`src/rtl/laser_pkg.sv`:
```
// Shared types and constants for the LASER frame transmitter.
package laser_pkg;

  localparam int unsigned NPTS      = 40;
  localparam int unsigned RADIUS_SQ = 16;
  localparam int unsigned IDX_W     = 6;
  localparam int unsigned TMO       = 4095;
  localparam int unsigned TMO_W     = 12;

  typedef enum logic [2:0] {
    IDLE,
    WAIT_RDY,
    SEND,
    WAIT_DONE,
    SCORE,
    REPORT
  } state_e;

  typedef struct packed {
    logic [3:0] x;
    logic [3:0] y;
  } point_t;

endpackage

```
`src/rtl/laser_cover_chk.sv`:
```
// Combinational in-circle test of one point against two centres.
// Only built when LASER_TX_COVER_EN is defined.
`ifdef LASER_TX_COVER_EN
module laser_cover_chk
  import laser_pkg::*;
(
  input  logic [3:0] px,
  input  logic [3:0] py,
  input  logic [3:0] c1x,
  input  logic [3:0] c1y,
  input  logic [3:0] c2x,
  input  logic [3:0] c2y,
  output logic       hit_c
);

  function automatic logic in_circle(input logic [3:0] ax, input logic [3:0] ay,
                                     input logic [3:0] cx, input logic [3:0] cy);
    logic [3:0] dx;
    logic [3:0] dy;
    logic [7:0] sx;
    logic [7:0] sy;
    logic [8:0] sum;
    dx  = (ax >= cx) ? ax - cx : cx - ax;
    dy  = (ay >= cy) ? ay - cy : cy - ay;
    sx  = 8'(dx) * 8'(dx);
    sy  = 8'(dy) * 8'(dy);
    sum = 9'(sx) + 9'(sy);
    return sum <= 9'(RADIUS_SQ);
  endfunction

  always_comb begin
    hit_c = in_circle(px, py, c1x, c1y) || in_circle(px, py, c2x, c2y);
  end

endmodule
`endif

```
`src/rtl/laser_frame_tx.sv`:
```
// Streams a 40-point frame to the LASER engine and latches the returned centres.
// Define LASER_TX_COVER_EN to add the SCORE pass and the res_cover output.
module laser_frame_tx
  import laser_pkg::*;
(
  input  logic       clk,
  input  logic       rst_n,
  input  logic       wr_en,
  input  logic [5:0] wr_addr,
  input  logic [3:0] wr_x,
  input  logic [3:0] wr_y,
  input  logic       start,
  output logic       busy,
  output logic [3:0] x,
  output logic [3:0] y,
  input  logic       done,
  input  logic [3:0] c1x,
  input  logic [3:0] c1y,
  input  logic [3:0] c2x,
  input  logic [3:0] c2y,
  output logic [3:0] res_c1x,
  output logic [3:0] res_c1y,
  output logic [3:0] res_c2x,
  output logic [3:0] res_c2y,
`ifdef LASER_TX_COVER_EN
  output logic [5:0] res_cover,
`endif
  output logic       res_valid,
  output logic       err
);

  state_e             state_q, state_d;
  logic [IDX_W-1:0]   idx_q, idx_d;
  logic [TMO_W-1:0]   tmo_q, tmo_d;
  logic               rdy_q, rdy_d;
  logic               busy_q, busy_d;
  logic [3:0]         x_q, x_d, y_q, y_d;
  logic [3:0]         rc1x_q, rc1x_d, rc1y_q, rc1y_d, rc2x_q, rc2x_d, rc2y_q, rc2y_d;
  logic               res_valid_q, res_valid_d;
  logic               err_q, err_d;
  logic               wr_ok_c;
  point_t             send_pt_c;
  point_t             mem_q [NPTS];

  assign wr_ok_c = wr_en && (wr_addr < IDX_W'(NPTS)) && (state_q == IDLE);

  // Frame buffer: no reset, contents persist across frames and resets.
  always_ff @(posedge clk) begin
    if (wr_ok_c) mem_q[wr_addr] <= {wr_x, wr_y};
  end

`ifdef LASER_TX_COVER_EN
  logic [5:0] cov_cnt_q, cov_cnt_d, res_cover_q, res_cover_d;
  point_t     score_pt_c;
  logic       hit_c;

  assign score_pt_c = mem_q[idx_q];

  laser_cover_chk u_cover_chk (
    .px   (score_pt_c.x),
    .py   (score_pt_c.y),
    .c1x  (rc1x_q),
    .c1y  (rc1y_q),
    .c2x  (rc2x_q),
    .c2y  (rc2y_q),
    .hit_c(hit_c)
  );

  assign res_cover = res_cover_q;
`endif

  always_ff @(posedge clk or negedge rst_n) begin
    if (!rst_n) begin
      state_q     <= IDLE;
      idx_q       <= '0;
      tmo_q       <= '0;
      rdy_q       <= 1'b1;
      busy_q      <= 1'b0;
      x_q         <= '0;
      y_q         <= '0;
      rc1x_q      <= '0;
      rc1y_q      <= '0;
      rc2x_q      <= '0;
      rc2y_q      <= '0;
      res_valid_q <= 1'b0;
      err_q       <= 1'b0;
`ifdef LASER_TX_COVER_EN
      cov_cnt_q   <= '0;
      res_cover_q <= '0;
`endif
    end else begin
      state_q     <= state_d;
      idx_q       <= idx_d;
      tmo_q       <= tmo_d;
      rdy_q       <= rdy_d;
      busy_q      <= busy_d;
      x_q         <= x_d;
      y_q         <= y_d;
      rc1x_q      <= rc1x_d;
      rc1y_q      <= rc1y_d;
      rc2x_q      <= rc2x_d;
      rc2y_q      <= rc2y_d;
      res_valid_q <= res_valid_d;
      err_q       <= err_d;
`ifdef LASER_TX_COVER_EN
      cov_cnt_q   <= cov_cnt_d;
      res_cover_q <= res_cover_d;
`endif
    end
  end

  always_comb begin
    state_d = state_q;
    unique case (state_q)
      IDLE:      if (start) state_d = rdy_q ? SEND : WAIT_RDY;
      WAIT_RDY:  if (rdy_q) state_d = SEND;
      SEND:      if (idx_q == IDX_W'(NPTS - 1)) state_d = WAIT_DONE;
`ifdef LASER_TX_COVER_EN
      WAIT_DONE: if (done) state_d = SCORE;
                 else if (tmo_q == TMO_W'(TMO - 1)) state_d = REPORT;
      SCORE:     if (idx_q == IDX_W'(NPTS - 1)) state_d = REPORT;
`else
      WAIT_DONE: if (done || (tmo_q == TMO_W'(TMO - 1))) state_d = REPORT;
`endif
      REPORT:    state_d = IDLE;
      default:   state_d = IDLE;
    endcase
  end

  // Registered outputs are computed from the next state so they line up with it.
  always_comb begin
    idx_d       = idx_q;
    tmo_d       = tmo_q;
    rdy_d       = rdy_q | done;
    x_d         = '0;
    y_d         = '0;
    rc1x_d      = rc1x_q;
    rc1y_d      = rc1y_q;
    rc2x_d      = rc2x_q;
    rc2y_d      = rc2y_q;
    err_d       = err_q;
    busy_d      = (state_d != IDLE);
    res_valid_d = (state_d == REPORT);
`ifdef LASER_TX_COVER_EN
    cov_cnt_d   = cov_cnt_q;
    res_cover_d = res_cover_q;
`endif
    unique case (state_q)
      IDLE: begin
        idx_d = '0;
        if (start) err_d = 1'b0;
      end
      WAIT_RDY: idx_d = '0;
      SEND: begin
        idx_d = (idx_q == IDX_W'(NPTS - 1)) ? '0 : idx_q + IDX_W'(1);
        tmo_d = '0;
      end
      WAIT_DONE: begin
        tmo_d = tmo_q + TMO_W'(1);
        if (done) begin
          rc1x_d = c1x;
          rc1y_d = c1y;
          rc2x_d = c2x;
          rc2y_d = c2y;
`ifdef LASER_TX_COVER_EN
          idx_d     = '0;
          cov_cnt_d = '0;
`endif
        end else if (state_d == REPORT) begin
          err_d = 1'b1;
        end
      end
`ifdef LASER_TX_COVER_EN
      SCORE: begin
        idx_d     = idx_q + IDX_W'(1);
        cov_cnt_d = cov_cnt_q + 6'(hit_c);
        if (state_d == REPORT) res_cover_d = cov_cnt_q + 6'(hit_c);
      end
`endif
      default: ;
    endcase
    // A write to slot 0 in the START cycle must reach the bus on the first point.
    if ((state_q == IDLE) && wr_ok_c && (wr_addr == '0)) send_pt_c = {wr_x, wr_y};
    else send_pt_c = mem_q[idx_d];
    if (state_d == SEND) begin
      x_d = send_pt_c.x;
      y_d = send_pt_c.y;
      if (state_q != SEND) rdy_d = 1'b0;
    end
  end

  assign busy      = busy_q;
  assign x         = x_q;
  assign y         = y_q;
  assign res_c1x   = rc1x_q;
  assign res_c1y   = rc1y_q;
  assign res_c2x   = rc2x_q;
  assign res_c2y   = rc2y_q;
  assign res_valid = res_valid_q;
  assign err       = err_q;

endmodule

```
`config.mk`:
```
export PLATFORM = sky130hd
export DESIGN_NAME = laser_frame_tx
export DESIGN_NICKNAME = d
export VERILOG_FILES = /design/src/rtl/laser_pkg.sv /design/src/rtl/laser_cover_chk.sv /design/src/rtl/laser_frame_tx.sv
export SDC_FILE = /design/constraint.sdc
export NUM_CORES = 1
export LEC_CHECK = 0
export CAP_MARGIN = 20
export CORE_MARGIN = 2
export CORE_UTILIZATION = 65
export DETAILED_ROUTE_END_ITERATION = 16
export GPL_TIMING_DRIVEN = 0
export PLACE_DENSITY = 0.84
export REMOVE_ABC_BUFFERS = 1
export SLEW_MARGIN = 20
export SYNTH_ARGS = -nofsm -noshare
export SYNTH_HDL_FRONTEND = slang
export SYNTH_SLANG_ARGS = --single-unit
```
`constraint.sdc`:
```
create_clock -name clk -period 6.4 [get_ports clk]
set_input_delay 1.28 -clock clk [delete_from_list [all_inputs] [get_ports clk]]
set_output_delay 1.28 -clock clk [all_outputs]
set_load 0.05 [all_outputs]
```
==> impl_metrics.yaml <==
synth:
  synth_top_family_by_area: "simple AND/OR/NAND/NOR gates"
  ys_types: 59
  synth_enable_flop_cells: 320
  synth_cells: 1083
  ys_warn_count: 0
  avgSynthCellArea_sq_um: 13.90
  synth_fa_ha_area_share_pct: 0.2493
  synthSimpleGateAreaFrac_pct: 13.63
  synthFlopType: "edfxtp_1"
  synth.yosys.seq_area_share_pct: 71.97
  async_flop_share_pct: 13.28
  synth-seq-cells: 369
  synth_xor_area_share_pct: 0.2908
  synth_compound_area_share_pct: 5.260
  netlist_area_sq_um: 15060
  synthMuxAreaShare_pct: 6.232
clock_tree:
  postCtsSetupBuffers: 0
  clk_pin_slew_ps: 60
  cts.sinks: 369
  cts_buffers: 38
  ctsResizeCount: 0
  cts-root-buf: "clkbuf_16"
  cts_tree: "yes"
  worst_skew_pair.late_latency_ps: 530
  ctsHoldBuffers: 0
  htree_levels: 2
  clock_path_buffers: 3
worst_setup_path:
  r2r_end: "y[2]$_DFF_PN0_"
  critPathArrivalTime_ps: 5290
  r2r_setup_slack_ps: 1470
  path_class: "flip-flop to flip-flop"
  required_ps: 6760
  cp_max_fo: 76
  r2r_start: "state_q[2]$_DFF_PN0_"
  crit_path_end_kind: "flip-flop"
  worstSetupStartpointType: "flip-flop"
  r2r_cells: 10
timing:
  slew_headroom_pct: 26.58
  timing.setup.tns_ps: 0
  period_share_pct: 77.01
  fin_crit_ps: 4929
  setup_violations: 0
  fin_worst_skew_ps: 13.61
  fmax_ghz: 0.2029
  hold_violations: 0
  hold_slack_ps: 501.4
  final_max_slew_viol_count: 0
  rsz0062_at_grt: "false"
  tightest_slew_ps: 1097
status:
  outcome: "completed"
layout:
  layout.nets: 1173
  drive_above_1_share_pct: 9.974
  syn_to_final_growth_pct: 12.87
  diodes: 0
  fillers: 1337
  final_common_cell: "edfxtp_1"
  layout.cells.non_filler: 1448
  mostFrequentLayoutCells: "edfxtp_1, nand2_1, nand3_1"
floorplanning:
  core_area_sq_um: 22710
  die_h_um: 156.2
  dieArea_sq_um: 24400
  start_util_pct: 66.31
  die_w_um: 156.2
  io_pins: 62
  rows: 55
pwr:
  ir_worst_vdd_mv: 0.4611
  power.density_nw_per_um2: 430.9
  p_leak_uw: 0.005864
  p_total_uw: 7324
hold_path:
  hold_end: "res_c1x[2]$_DFFE_PN0P_"
  hold_depth: 1
  hp-class: "flip-flop to flip-flop"
  hp-start: "res_c1x[2]$_DFFE_PN0P_"
run:
  drv_cap: 0
drt:
  num_vias: 9685
  dr.first_iter.drc_count: 1445
  drc: 0
  post_drt_via_cell_ratio: 6.689
  dr.pass1.iters: 6
  wl_um: 34960
  drtAntennaViolNets: 0
  wl_per_cell_um: 24.14
placement:
  port_buffers: 61
  dp.cells: 1380
  gp_congestion: 0.8819
  dp_hpwl_um: 21290
global_routing:
  grt_pass1_wl_um: 53850
  gr-usage-all-layers_pct: 29.42
  grt_antenna_before_repair: 0
  grt_pass1_vias: 9501
  overflow: 0
  grt_max_degree: 77
## stage by stage
stage	worst slack (ps)	area [sq um]	utilization [%]
after floorplan	1445	14730	-
after global placement	-1049	15700	69.14
after detailed placement	1598	15890	69.99
after CTS	1612	16990	74.83
after global routing	1299	17000	74.84
final	1471	17000	74.84
## critical path, cell delays in order (launching register included)
cell and delay (ps):
dfrtp_1 600, or3_1 500, a211oi_4 570, nor2_4 250, buf_12 260, inv_8 340, buf_16 360, mux4_2 580
a22oi_1 380, a211oi_1 150, or4_1 630
## metal layers
metal / GRT usage (%) / wire (um) / part of all wire, % / up-vias
met5: 0 / 0 / 0 / -
met4: 12.63 / 1589 / 4.5 / 0
met3: 6.694 / 3866 / 11 / 143
met2: 47.75 / 16780 / 48 / 658
met1: 38.88 / 12720 / 36 / 4728
li1: - / - / - / 4156
## where the power goes
part	switching [uW]	internal [uW]	leakage [uW]
sequential	93.4	2730	0.00351
combinational	1640	880	0.00183
clock	878	1100	0.000533
total	2610	4710	0.00586
## area by class of cell
type	instances	area [sq um]	share of cell area, %
sequential	369	10840	63.76
multi-input combinational	645	3866	22.75
clock buffer	49	992.2	5.838
timing repair buffer	72	793.3	4.667
tap	285	356.6	2.098
clock inverter	19	107.6	0.6331
inverter	9	43.79	0.2577
## state kept, by name, summed over array words and instances (netlist names)
signal	cells
state_q	3
err	1
res_c1x	4
idx_q	6
tmo_q	12
mem_q	320
x	4
res_c2y	4
res_c2x	4
y	4
res_valid	1
rdy_q	1
busy	1
res_c1y	4
## cells in the mapped netlist, types with 7 or more instances
cell	n	share of area, %
edfxtp_1	320	64
nand2_1	221	5.5
nand3_1	91	3.0
nor2_1	71	1.8
dfrtp_1	48	8.0
mux2i_1	42	2.8
a21oi_1	25	0.83
clkbuf_1	24	0.60
a31oi_1	16	0.66
buf_2	16	0.53
mux2_2	16	1.2
mux4_2	15	2.2
a211oi_1	13	0.65
nand4_1	10	0.42
a32o_1	9	0.60
buf_4	9	0.45
a22oi_1	8	0.40
a311oi_1	7	0.41
nor3b_1	7	0.35
nor4_1	7	0.29
o21ai_0	7	0.23
or4_1	7	0.35
## worst max-delay path by stage
stage	start	endpoint
after global routing	state_q[0]$_DFF_PN0_	y[2]$_DFF_PN0_
after detailed placement	wr_en	x[3]$_DFF_PN0_
after floorplan	idx_q[1]$_DFF_PN0_	x[1]$_DFF_PN0_
after global placement	idx_q[1]$_DFF_PN0_	x[0]$_DFF_PN0_
final	state_q[2]$_DFF_PN0_	y[2]$_DFF_PN0_
after CTS	state_q[2]$_DFF_PN0_	y[2]$_DFF_PN0_
## cell families after synthesis
group / after synthesis
xor gates and xnor gates: 5
adders and majority gates: 3
muxes: 73
AOI/OAI and AO/OA: 111
buffers and inverters: 69
and+or+nand+nor: 453
DFF: 369
Note: power is estimated with default switching activity, not from simulation.
